`src/rtl/gemips_pkg.sv`:
```
// ---------------------------------------------------------------------------
// gemips_pkg: constants shared by the instruction-fetch blocks.  Rev 1.0
// ---------------------------------------------------------------------------
`default_nettype none

package gemips_pkg;

  localparam int          INST_WAIT_CYCLES = 2;

  localparam logic [0:0]  IF_IDLE = 1'b0;
  localparam logic [0:0]  IF_WAIT = 1'b1;

  localparam logic [31:0] NOP_INST = 32'h0000_0000;

endpackage

`default_nettype wire

```
`src/rtl/inst_fetch_sram_fetch_buf.sv`:
```
// ---------------------------------------------------------------------------
// fetch_buf: one-entry tag/data buffer with hit compare and invalidate.  Rev 1.0
// ---------------------------------------------------------------------------
`default_nettype none

module fetch_buf #(
  parameter int ADDR_W = 20
) (
  input  logic              clk,
  input  logic              rst,
  input  logic              i_ce,
  input  logic [ADDR_W-1:0] i_addr,
  input  logic              i_wr,
  input  logic [ADDR_W-1:0] i_wr_addr,
  input  logic [31:0]       i_wr_data,
  input  logic              i_invalidate,
  output logic              o_hit,
  output logic [31:0]       o_data
);

  logic              r_valid;
  logic [ADDR_W-1:0] r_addr;
  logic [31:0]       r_data;

  // A capture coinciding with an invalidate still writes tag/data, but leaves the entry invalid.
  always_ff @(posedge clk or posedge rst) begin
    if (rst) begin
      r_valid <= 1'b0;
      r_addr  <= '0;
      r_data  <= '0;
    end else begin
      if (i_wr) begin
        r_addr <= i_wr_addr;
        r_data <= i_wr_data;
      end
      if (i_invalidate)
        r_valid <= 1'b0;
      else if (i_wr)
        r_valid <= 1'b1;
    end
  end

  assign o_hit  = i_ce && r_valid && (r_addr == i_addr);
  assign o_data = r_data;

endmodule

`default_nettype wire

```
`src/rtl/inst_fetch_sram.sv`:
```
// ---------------------------------------------------------------------------
// inst_fetch_sram: IF-stage fetch responder driving a fixed-wait async SRAM.  Rev 1.0
// ---------------------------------------------------------------------------
`default_nettype none

module inst_fetch_sram
  import gemips_pkg::*;
#(
  parameter int ADDR_W      = 20,
  parameter int WAIT_CYCLES = INST_WAIT_CYCLES
) (
  input  logic              clk,
  input  logic              rst,
  input  logic [31:0]       pc_i,
  input  logic              ce_i,
  input  logic              flush_i,
  input  logic              invalidate_i,
  output logic [31:0]       inst_o,
  output logic              inst_valid_o,
  output logic              stallreq_o,
  output logic [ADDR_W-1:0] sram_addr_o,
  output logic              sram_ce_n_o,
  output logic              sram_oe_n_o,
  output logic              sram_we_n_o,
  output logic [3:0]        sram_be_n_o,
  input  logic [31:0]       sram_data_i
);

  logic [0:0]        r_state;
  logic [0:0]        w_state_nxt;
  logic [ADDR_W-1:0] r_req_addr;
  logic [3:0]        r_cnt;

  logic [ADDR_W-1:0] w_pc_word;
  logic              w_hit;
  logic [31:0]       w_buf_data;
  logic              w_start;
  logic              w_capture;
  logic              w_unused_pc;

  assign w_pc_word   = pc_i[ADDR_W+1:2];
  assign w_unused_pc = ^{pc_i[31:ADDR_W+2], pc_i[1:0]};

  assign w_start   = (r_state == IF_IDLE) && ce_i && !w_hit && !flush_i;
  assign w_capture = (r_state == IF_WAIT) && (r_cnt == 4'd0) && !flush_i;

  fetch_buf #(
    .ADDR_W (ADDR_W)
  ) u_fetch_buf (
    .clk          (clk),
    .rst          (rst),
    .i_ce         (ce_i),
    .i_addr       (w_pc_word),
    .i_wr         (w_capture),
    .i_wr_addr    (r_req_addr),
    .i_wr_data    (sram_data_i),
    .i_invalidate (invalidate_i),
    .o_hit        (w_hit),
    .o_data       (w_buf_data)
  );

  always_ff @(posedge clk or posedge rst) begin
    if (rst) begin
      r_state    <= IF_IDLE;
      r_req_addr <= '0;
      r_cnt      <= 4'd0;
    end else begin
      r_state <= w_state_nxt;
      if (w_start) begin
        r_req_addr <= w_pc_word;
        r_cnt      <= 4'(WAIT_CYCLES - 1);
      end else if ((r_state == IF_WAIT) && (r_cnt != 4'd0)) begin
        r_cnt <= r_cnt - 4'd1;
      end
    end
  end

  always_comb begin
    w_state_nxt = r_state;
    case (r_state)
      IF_IDLE: if (w_start) w_state_nxt = IF_WAIT;
      IF_WAIT: if (flush_i || (r_cnt == 4'd0)) w_state_nxt = IF_IDLE;
      default: w_state_nxt = IF_IDLE;
    endcase
  end

  // Strobes depend only on r_state so the SRAM pins never glitch with pc_i.
  always_comb begin
    inst_o       = NOP_INST;
    inst_valid_o = 1'b0;
    stallreq_o   = 1'b0;
    sram_ce_n_o  = 1'b1;
    sram_oe_n_o  = 1'b1;
    sram_be_n_o  = 4'hF;
    case (r_state)
      IF_IDLE: begin
        if (w_hit) begin
          inst_o       = w_buf_data;
          inst_valid_o = 1'b1;
        end else if (ce_i) begin
          stallreq_o = 1'b1;
        end
      end
      IF_WAIT: begin
        stallreq_o  = 1'b1;
        sram_ce_n_o = 1'b0;
        sram_oe_n_o = 1'b0;
        sram_be_n_o = 4'h0;
      end
      default: ;
    endcase
  end

  assign sram_addr_o = r_req_addr;
  assign sram_we_n_o = 1'b1;

endmodule

`default_nettype wire

```
`config.mk`:
```
export PLATFORM = sky130hd
export DESIGN_NAME = inst_fetch_sram
export DESIGN_NICKNAME = d
export VERILOG_FILES = /design/src/rtl/gemips_pkg.sv /design/src/rtl/inst_fetch_sram_fetch_buf.sv /design/src/rtl/inst_fetch_sram.sv
export SDC_FILE = /design/constraint.sdc
export NUM_CORES = 1
export LEC_CHECK = 0
export BUFFER_PORTS_ARGS = -buffer_cell sky130_fd_sc_hd__buf_4
export CAP_MARGIN = 10
export CELL_PAD_IN_SITES_DETAIL_PLACEMENT = 1
export CELL_PAD_IN_SITES_GLOBAL_PLACEMENT = 1
export CORE_MARGIN = 4
export CORE_UTILIZATION = 25
export DETAILED_ROUTE_END_ITERATION = 8
export PLACE_DENSITY_LB_ADDON = 0.1
export SYNTH_ARGS = -nofsm -noshare
export SYNTH_HDL_FRONTEND = slang
export SYNTH_SLANG_ARGS = --single-unit
```
`constraint.sdc`:
```
create_clock -name clk -period 2.6 [get_ports clk]
set_input_delay 0.13 -clock clk [delete_from_list [all_inputs] [get_ports clk]]
set_output_delay 0.13 -clock clk [all_outputs]
set_load 0.05 [all_outputs]
```
======== Word-level counts from Yosys, hierarchy flattened ========
Index checks and enable logic that the tools add are counted.
operators by class
  add/sub/neg operators ................... 1
  equality and inequality tests ........... 1
  order comparisons ....................... 0
  multiplexer cells ....................... 16
  divide/modulo/power cells ............... 0
  reduce and logical (&&, ||, !) cells .... 15
  multipliers ............................. 0
  bitwise logic cells ..................... 1
  shift operators ......................... 0
operators by type and width
  operator                                           number
  2-to-1 mux 32 bit                                  2
  == test 20 bit                                     1
  2-to-1 mux 4 bit                                   3
  2-to-1 mux 1 bit                                   9
  logical AND 1 bit                                  8
  logical NOT 4 bit                                  1
  case mux 1 bit (2 select lines)                    2
  nonzero test 2 bit                                 2
  nonzero test 4 bit                                 1
  subtractor 4 x 1 -> 4 bit (second input constant)  1
  logical NOT 1 bit                                  2
  logical OR 1 bit                                   1
  inverter 1 bit                                     1
storage, ports and cells
  memories ................................ 0
  latch bits .............................. 0
  bits in read-only memories .............. 0
  flip-flop bits (word level) ............. 78
  bits in writable memories ............... 0
  input bits .............................. 69
  word-level logic and storage cells ...... 40
  output and inout port bits .............. 61

======== Depth between registers and ports, before layout ========
Gate-level depths: netlist of the first run.
  depth after elaboration ................. 7
  mapped depth ............................ 7
  mapped depth without buffers ............ 7

======== By module ========
From an unflattened synthesis of the first run, not the netlist that was laid out.
unflattened totals
  cell total of the unflattened synthesis .. 261
  area, all modules ....................... 3,555.9 µm²
by module, submodules not included
  module           times used  seq. area each (µm²)  cells each  area each (µm²)
  fetch_buf        1           1,326.3               141         2,178.3
  inst_fetch_sram  1           625.6                 120         1,377.6

======== Worst setup path before layout of the first run ========
No wires, ideal clock.
  kind .................................... flip-flop to output port
  start ................................... reg u_fetch_buf.r_addr[17]
  end ..................................... out inst_o[22]
  data required time ...................... 2.470 ns
  buffers on the path ..................... 1
  setup slack ............................. 0.279 ns
  cell stages (with the launch flop) ...... 7
  arrival time ............................ 2.191 ns
  cells stage by stage .................... dfrtp_1 xnor2_1 nand4_1 or4_4 nor3_2 buf_2 and2_1
on the way
  word-level cells in the longest chain between the ends .. 4
ends and longest elaborated chain
  what                    RTL line                         source
  start, declared         inst_fetch_sram_fetch_buf.sv:22  logic [ADDR_W-1:0] r_addr;
  start signal, assigned  inst_fetch_sram_fetch_buf.sv:33  r_addr <= i_wr_addr;
  == test 20 bit          inst_fetch_sram_fetch_buf.sv:43  assign o_hit = i_ce && r_valid && (r_addr == i_addr);
  logical AND 1 bit       inst_fetch_sram_fetch_buf.sv:43
  2-to-1 mux 32 bit       inst_fetch_sram.sv:97            if (w_hit) begin
  2-to-1 mux 32 bit       inst_fetch_sram.sv:95            case (r_state)
  end, declared           inst_fetch_sram.sv:18            output logic [31:0] inst_o,
No other way between the ends.

======== Worst setup path after layout of the first run ========
  start ................................... reg u_fetch_buf.r_addr[9]
  end ..................................... out inst_o[24]
The elaborated chain is that of the path after synthesis.

==> results of run 1 <==
==> flip-flops by register name, indices dropped and copies added, names as in the netlist <==
signal and cells:
r_state 1, u_fetch_buf.r_addr 20, r_cnt 4, u_fetch_buf.o_data 32, sram_addr_o 20, u_fetch_buf.r_valid 1
==> cells in the mapped netlist <==
library cell / instances
clkbuf_1: 7
nor3b_1: 1
nand4_1: 4
buf_4: 6
dfrtp_1: 78
mux2_2: 57
inv_1: 5
nand3b_1: 1
mux2_1: 15
xnor2_1: 18
nor3_2: 1
or4_4: 1
nand2b_1: 1
nor2_1: 2
and2_1: 34
xor2_1: 5
o211ai_4: 1
a21oi_1: 1
nand3_1: 1
ha_1: 2
buf_2: 1
o211a_1: 1
buf_6: 2
conb_1: 1
nand2_1: 4
nor4_1: 2
o21ai_0: 2
==> layer usage <==
layer / part of all wire / wire (um) / up-vias
li1: - / - / 1106
met1: 0.41 / 3620 / 1185
met2: 0.52 / 4570 / 63
met3: 0.056 / 494 / 13
met4: 0.021 / 187 / 0
met5: 0 / 0 / -
==> final cells by class <==
type	count	share of cell area
well taps	176	0.0433
clock buffers	11	0.0477
multi-input cells	155	0.286
flip-flops and latches	78	0.383
repair buffers	130	0.226
clock inverters	4	0.00934
inverters	5	0.00393
==> repair_timing <==
action,CTS,global route
endpoints found under the hold margin,79,0
setup buffers,0,4
endpoints found under the setup margin,0,33
hold buffers,2,0
resized for setup,0,48
==> per-stage QoR <==
| step | setup TNS (ns) | utilization |
|---|---|---|
| 5_1_grt | -1.13 | 0.378 |
| 4_1_cts | 0 | 0.361 |
| 2_1_floorplan | 0 | - |
| 3_5_place_dp | 0 | 0.338 |
| 6_report | 0 | 0.378 |
| 3_3_place_gp | 0 | 0.338 |
==> power breakdown <==
part           internal (W)  total, W  switching [W]
Clock              0.000761   0.00125       0.000489
Sequential          0.00172   0.00200       0.000288
Combinational      0.000729   0.00151       0.000783
==> kinds of logic (layout without fill, tap and decap cells) <==
group,after synthesis,after routing,synth area share
AO/OA/AOI/OAI,5,5,0.0133
XOR/XNOR,23,23,0.0579
adder cells (fa/ha/maj),2,2,0.00720
buffers and inverters,21,150,0.0338
flip-flops,78,78,0.561
multiplexers,72,72,0.233
other,1,1,0.00108
AND/OR/NAND/NOR,52,52,0.0921
==> worst max-delay path by stage <==
stage                           start         endpoint  cells after the start
2_1_floorplan  u_fetch_buf.r_addr[17]       inst_o[22]                      6
3_3_place_gp    u_fetch_buf.r_addr[3]  sram_addr_o[18]                      6
3_5_place_dp   u_fetch_buf.r_addr[16]  sram_addr_o[16]                      6
4_1_cts        u_fetch_buf.r_addr[16]       inst_o[23]                      7
5_1_grt         u_fetch_buf.r_addr[4]       inst_o[13]                      8
6_report        u_fetch_buf.r_addr[9]       inst_o[24]                      8
==> impl_metrics.json, run 1 <==
{
  "crit_top_cell": "buf_6",
  "numCtsBuffers": 9,
  "clock_skew_ns": 0.00615,
  "clock_path_buffers": 2,
  "crit_arrival_ns": 2.39,
  "drv_cap": 0,
  "grt_pass1_vias": 2682,
  "drt-total-wl_um": 8870,
  "cp_num_buf_inv": 3,
  "synth_top_cells_by_area": "dfrtp_1, mux2_2, and2_1, mux2_1, xnor2_1",
  "htreeDepth": 3,
  "drt_iter0_markers": 81,
  "finalCritPeriodShare": 0.969,
  "met3_usage": 0.0347,
  "reg2reg_slack_ns": 0.32,
  "dpl.cell_count": 536,
  "syn-instance-count": 254,
  "grt_pass1_wl_um": 14200,
  "cts_tree": "built",
  "antenna_cells": 0,
  "grt_antenna_before_repair": 0,
  "synth_top_area_cell": "dfrtp_1",
  "min_to": "r_state",
  "core_um2": 13500,
  "reg2regPathDepth": 7,
  "period_minus_slack_ns": 2.52,
  "syn_area_um2": 3480,
  "setup_viol": 0,
  "wl_per_cell_um": 15.9,
  "power.total_w": 0.00477,
  "cp_cell_sequence": "xnor2_1 > nand4_1 > or4_4 > nor3_4 > buf_4 > buf_6 > and2_1 > buf_6",
  "layout-drive-gt1-share": 0.569,
  "vias_per_cell": 4.23,
  "synth.avg_cell_area_um2": 13.7,
  "fin_area_um2": 5090,
  "dpl-instance-area_um2": 4550,
  "final_max_slew_viol_count": 0,
  "cp_max_fo": 8,
  "hold_viol": 0,
  "port-buffer-count": 116,
  "initial_core_util": 0.258,
  "synth_top_area_share": 0.561,
  "clock_sinks": 78,
  "rsz0062_at_grt": "yes",
  "hold_class": "in -> reg",
  "regArea_um2": 1950,
  "syn_nets": 325,
  "final_cells": 559,
  "timing.final.ws_setup_ns": 0.0795,
  "status": "completed",
  "p_leak_nw": 2.40,
  "pre_cts_slack_ns": 0.339,
  "syn2layout_area_growth_pct": 46.4,
  "root_buffer": "clkbuf_16",
  "die_w_um": 126,
  "clkLatencyLatePin_ns": 0.34,
  "cp.required_ns": 2.47,
  "nets": 450,
  "postRouteAntennaNets": 0,
  "p_per_area_nw_per_um2": 936,
  "yosysSeqAreaShare": 0.561,
  "globalplace.congestion": 0.648,
  "timing.rr.end": "sram_addr_o[18]",
  "worst_setup_path_end_kind": "output pin",
  "yosys_warnings": 0,
  "grtUsageMet2": 0.189,
  "crit_type": "reg -> out",
  "firstDrtPassIters": 4,
  "io_pins": 130,
  "drc": 0,
  "cp_slowest_stage_delay_ns": 0.56,
  "hpwlAfterDp_um": 6030,
  "crit_family": "simple AND/OR/NAND/NOR gates",
  "whs_path_depth": 2,
  "multi_input_area_um2": 1460,
  "clock.fmax_mhz": 397,
  "grt_start_max_net_pins": 79,
  "final_cell_mix": "buf_4, dfrtp_1, mux2_2, buf_6, and2_1",
  "die_h_um": 126,
  "gr-usage-met1": 0.136,
  "grt_busiest_layer": "met2",
  "track_usage": 0.115,
  "whs_ns": 0.0189,
  "cp-start-kind": "flip-flop",
  "hp-start": "flush_i",
  "rows": 42,
  "routed-via-count": 2367,
  "dieArea_um2": 15900,
  "final_common_cell": "buf_4",
  "cp_slowest_cell": "or4_4",
  "rr_startpoint": "u_fetch_buf.r_addr[9]",
  "cts.reportedPaths.clkPinSlew_ns": 0.06,
  "ys_ff_latch": 78,
  "synth.distinct_cells": 27,
  "fill_cells": 1449,
  "ir_drop_mv": 0.431,
  "overflow": 0
}
No activity file was read; power rests on OpenSTA's default activity.
==> run 2, diff against run 1 <==
Settings changed: CORE_UTILIZATION 25 to 40, CTS_BUF_LIST set to sky130_fd_sc_hd__clkbuf_4 sky130_fd_sc_hd__clkbuf_8.
==> run 2 against run 1 <==
Hold slack got worse by 0.00060 ns. Largest power group unchanged. Wire length decreased by 2.1%. Clock-buffer cell count increased by 1. Final area increased by 1.1%. Non-clock buffer count increased by 3. Combinational power about the same. Final cell count decreased by 12%. First-iteration DRC count decreased by 64%. Power decreased by 1.3%. Via count increased by 0.59%.
==> impl_metrics.json, run 2 (same netlist as run 1, synthesis figures left out) <==
{
  "status": "completed",
  "fin_util": 0.617,
  "p_int_w": 0.00316,
  "final_common_cell": "buf_4",
  "regArea_um2": 1950,
  "power_frac_clock": 0.244,
  "cp.required_ns": 2.47,
  "final_cell_mix": "buf_4, dfrtp_1, mux2_2, and2_4, buf_8",
  "p_leak_nw": 2.44,
  "port-buffer-count": 116,
  "hold_class": "in -> reg",
  "grt_pass1_wl_um": 12800,
  "fill_cells": 825,
  "core_um2": 8340,
  "initial_core_util": 0.417,
  "worst_setup_path_end_kind": "output pin",
  "grt_start_max_net_pins": 79,
  "finalCritPeriodShare": 0.985,
  "p_switching_w": 0.00155,
  "wl_per_cell_um": 17.7,
  "clkLatencyLatePin_ns": 0.34,
  "p_sw_frac": 0.329,
  "clock_skew_ns": 0.00823,
  "pre_cts_slack_ns": 0.347,
  "die_w_um": 101,
  "multi_input_area_um2": 1480,
  "overflow": 0,
  "drc": 0,
  "cp_max_fo": 8,
  "p_comb_frac": 0.325,
  "seqPwrFrac": 0.431,
  "cts_tree": "built",
  "syn2layout_area_growth_pct": 47.9,
  "hold_viol": 0,
  "crit_arrival_ns": 2.43,
  "cts.reportedPaths.clkPinSlew_ns": 0.08,
  "clock_sinks": 78,
  "whs_ns": 0.0183,
  "period_minus_slack_ns": 2.56,
  "cp-start-kind": "flip-flop",
  "ir_drop_mv": 0.556,
  "setup_viol": 0,
  "dieArea_um2": 10200,
  "grt_antenna_before_repair": 0,
  "firstDrtPassIters": 4,
  "drv_cap": 0,
  "grt_pass1_vias": 2596,
  "timing.final.ws_setup_ns": 0.0386,
  "htreeDepth": 3,
  "root_buffer": "clkbuf_8",
  "die_h_um": 101,
  "io_pins": 130,
  "p_per_area_nw_per_um2": 915,
  "largest_reg_flops": 32,
  "routed-via-count": 2381,
  "globalplace.congestion": 0.753,
  "layout-drive-gt1-share": 0.596,
  "nets": 453,
  "vias_per_cell": 4.85,
  "crit_type": "reg -> out",
  "rsz0062_at_grt": "yes",
  "hpwlAfterDp_um": 5670,
  "drt-total-wl_um": 8690,
  "clock_path_buffers": 2,
  "drt_iter0_markers": 29,
  "numCtsBuffers": 9,
  "postRouteAntennaNets": 0,
  "antenna_cells": 0,
  "final_max_slew_viol_count": 0,
  "rows": 33,
  "clock.fmax_mhz": 390,
  "track_usage": 0.160
}
## run 2: cell types whose count changed in the layout (fill, tap and decap cells not counted), sizes merged
cell         change
dlygate4sd3      +3
clkinvlp         -1
clkbuf           +2
clkinv           -2
buf              -1
bufinv           +2
## run 2: final cells by class
| type | count | share of cell area |
|---|---|---|
| repair buffers | 133 | 0.253 |
| well taps | 105 | 0.0255 |
| inverters | 5 | 0.00389 |
| clock inverters | 3 | 0.0175 |
| multi-input cells | 155 | 0.288 |
| clock buffers | 12 | 0.0321 |
| flip-flops and latches | 78 | 0.379 |
## run 2: power groups by stage
stage / registers (W) / logic, W / clock network [W]
floorplan: 0.00227 / 0.000834 / 0
CTS: 0.00201 / 0.00154 / 0.00117
global placement: 0.00199 / 0.00148 / 0
finish: 0.00203 / 0.00153 / 0.00115
global route: 0.00210 / 0.00164 / 0.00123
detailed placement: 0.00203 / 0.00153 / 0
## run 2: final timing paths
path                                         from                endpoint  slack [ns]  cells after the start
setup / recovery           u_fetch_buf.r_addr[16]              inst_o[28]        0.04                      8
hold reg to reg            u_fetch_buf.o_data[27]  u_fetch_buf.o_data[27]        0.51                      1
hold / removal                           pc_i[11]          sram_addr_o[9]        0.02                      2
max in group asynchronous                     rst          sram_addr_o[1]        1.83                      4
setup reg to reg           u_fetch_buf.r_addr[16]          sram_addr_o[1]        0.24                      7
min in group asynchronous                     rst   u_fetch_buf.o_data[4]        0.42                      4
## run 2: timing repair
item,in CTS,in global routing
hold buffers,3,2
pin swaps,1,25
setup buffers,1,2
endpoints found under the hold margin,80,2
gates cloned,0,3
setup endpoints to repair,11,32
resized for setup,1,83
## run 2: critical path, stage by stage, from the launching register on
cell and delay (ns):
dfrtp_1 0.40, xnor2_1 0.17, nand4_1 0.13, or4_4 0.59, nor3_4 0.21, buf_12 0.15
buf_6 0.12, and2_1 0.15, buf_6 0.17
## run 2: routing by layer
layer	wire length [um]	GRT usage	vias up
li1	-	-	1106
met1	3510	0.204	1208
met2	4680	0.267	61
met3	405	0.0461	6
met4	97	0.0440	0
met5	0	0	-
## run 2: through the flow
step	cells	TNS, ns	area [um2]	power, W
2_1_floorplan	254	0	3480	0.00310
3_3_place_gp	465	0	4450	0.00347
3_5_place_dp	465	0	4450	0.00356
4_1_cts	484	0	4750	0.00472
5_1_grt	491	-1.52	5140	0.00497
6_report	491	0	5140	0.00470
==> run 3, diff against run 2 <==
--- a/config.mk
+++ b/config.mk
@@ -12,3 +12,3 @@
 export CORE_MARGIN = 4
-export CORE_UTILIZATION = 40
+export CORE_UTILIZATION = 42
 export CTS_BUF_LIST = sky130_fd_sc_hd__clkbuf_4 sky130_fd_sc_hd__clkbuf_8
==> constraint.sdc (replaced) <==
create_clock -name clk -period 3.2 [get_ports clk]
set_input_delay 0.8 -clock clk [delete_from_list [all_inputs] [get_ports clk]]
set_output_delay 0.8 -clock clk [all_outputs]
set_load 0.05 [all_outputs]
==> run 3 against run 2 <==
The run now ends with setup timing left. Clock skew increased by 0.00090 ns. Worst setup slack worse by 0.17 ns. Core utilization rose by 4.5 points. Final area rose by 1.5%. Non-clock buffer count is 4 lower. Combinational power is 16% lower. Via count rose by 0.50%. Die area is 4.4% lower. Register-to-register slack improved by 0.52 ns. Critical path type is now in -> out. Largest cell class unchanged.
==> impl_metrics.json, run 3 (same netlist as run 1, synthesis figures left out) <==
{
  "io_pins": 130,
  "violations": "setup timing",
  "clock_sinks": 78,
  "core_um2": 7890,
  "cp-start-kind": "input port",
  "fin_util": 0.662,
  "cp_max_fo": 8,
  "final_max_slew_viol_count": 0,
  "die_w_um": 99.0,
  "hold_class": "reg -> reg",
  "grt_pass1_wl_um": 13000,
  "antenna_cells": 0,
  "routed-via-count": 2393,
  "clkLatencyLatePin_ns": 0.33,
  "grt_pass1_vias": 2561,
  "initial_core_util": 0.441,
  "htreeDepth": 3,
  "finalCritPeriodShare": 1.04,
  "firstDrtPassIters": 4,
  "dieArea_um2": 9800,
  "cts_hold_buf": 0,
  "power.total_w": 0.00381,
  "setup_viol": 32,
  "dpl.cell_count": 461,
  "drt_iter0_markers": 47,
  "cts_tree": "built",
  "dpl-instance-area_um2": 4500,
  "port-buffer-count": 116,
  "cts.reportedPaths.clkPinSlew_ns": 0.08,
  "track_usage": 0.167,
  "postRouteAntennaNets": 0,
  "timing.final.ws_setup_ns": -0.134,
  "clock.fmax_mhz": 300,
  "p_leak_nw": 2.49,
  "overflow": 0,
  "cp.required_ns": 2.40,
  "status": "finished with violations",
  "crit_arrival_ns": 2.53,
  "final_common_cell": "buf_4",
  "period_minus_slack_ns": 3.33,
  "layout-drive-gt1-share": 0.642,
  "globalplace.congestion": 0.814,
  "grt_start_max_net_pins": 79,
  "root_buffer": "clkbuf_8",
  "syn2layout_area_growth_pct": 50.1,
  "final_cell_mix": "buf_4, dfrtp_1, mux2_2, buf_8, and2_4",
  "pre_cts_slack_ns": -0.252,
  "drc": 0,
  "crit_type": "in -> out",
  "nets": 449,
  "drt-total-wl_um": 8850,
  "wl_per_cell_um": 18.2,
  "ir_drop_mv": 0.426,
  "rsz0062_at_grt": "yes",
  "die_h_um": 99.0,
  "fin_area_um2": 5220,
  "drv_cap": 0,
  "grt_antenna_before_repair": 0,
  "numCtsBuffers": 9,
  "hpwlAfterDp_um": 5580,
  "worst_setup_path_end_kind": "output pin",
  "hold_viol": 0,
  "final_cells": 485,
  "largest_reg_flops": 32,
  "clock_path_buffers": 2,
  "clock_skew_ns": 0.00913,
  "rows": 32,
  "vias_per_cell": 4.93,
  "p_per_area_nw_per_um2": 729
}
-- run 3: report_power, final --
| part | switching [W] | internal, W | total, W |
|---|---|---|---|
| clock network | 0.000341 | 0.000512 | 0.000853 |
| logic | 0.000657 | 0.000623 | 0.00128 |
| registers | 0.000281 | 0.00139 | 0.00167 |
-- run 3: what timing repair did --
item,in CTS,in global routing
pin swaps,2,31
resized for setup,50,58
setup endpoints to repair,33,34
buffers inserted,0,5
gates cloned,0,3
-- run 3: worst max-delay path: stages --
cell and delay [ns]:
buf_6 0.10, xnor2_2 0.11, nand4_1 0.12, or4_4 0.59
nor3_4 0.22, buf_6 0.15, clkbuf_16 0.14, and2_4 0.15
buf_8 0.14
-- run 3: metal layers --
metal	wire length (um)	up-vias	GRT usage
met4	95	0	0.0651
met2	4750	75	0.286
met3	511	9	0.0439
li1	-	1099	-
met5	0	-	0
met1	3490	1210	0.201
-- run 3: stage by stage --
stage | hold slack [ns] | setup TNS (ns)
2_1_floorplan | 0.470 | -0.0285
3_3_place_gp | 0.478 | -6.61
3_5_place_dp | 0.485 | -7.17
4_1_cts | 0.502 | -3.60
5_1_grt | 0.527 | -6.42
6_report | 0.515 | -3.74
-- run 3: final timing paths --
kind / to / start / slack (ns) / cells past startpoint
worst max register to register: sram_addr_o[17] / u_fetch_buf.r_addr[13] / 0.76 / 7
worst min register to register: u_fetch_buf.o_data[27] / u_fetch_buf.o_data[27] / 0.51 / 1
worst min-delay path: u_fetch_buf.o_data[27] / u_fetch_buf.o_data[27] / 0.51 / 1
min in group asynchronous: u_fetch_buf.o_data[2] / rst / 0.54 / 3
worst max-delay path: inst_o[22] / pc_i[15] / -0.13 / 9
max in group asynchronous: sram_addr_o[3] / rst / 2.33 / 3
-- run 3: cell type report --
class / instances / area, um2
Inverter: 5 / 20.0
Clock inverter: 3 / 65.1
Tap cell: 102 / 128
Sequential cell: 78 / 1950
Multi-Input combinational cell: 155 / 1550
Timing Repair Buffer: 129 / 1330
Fill cell: 746 / 2670
Clock buffer: 13 / 173
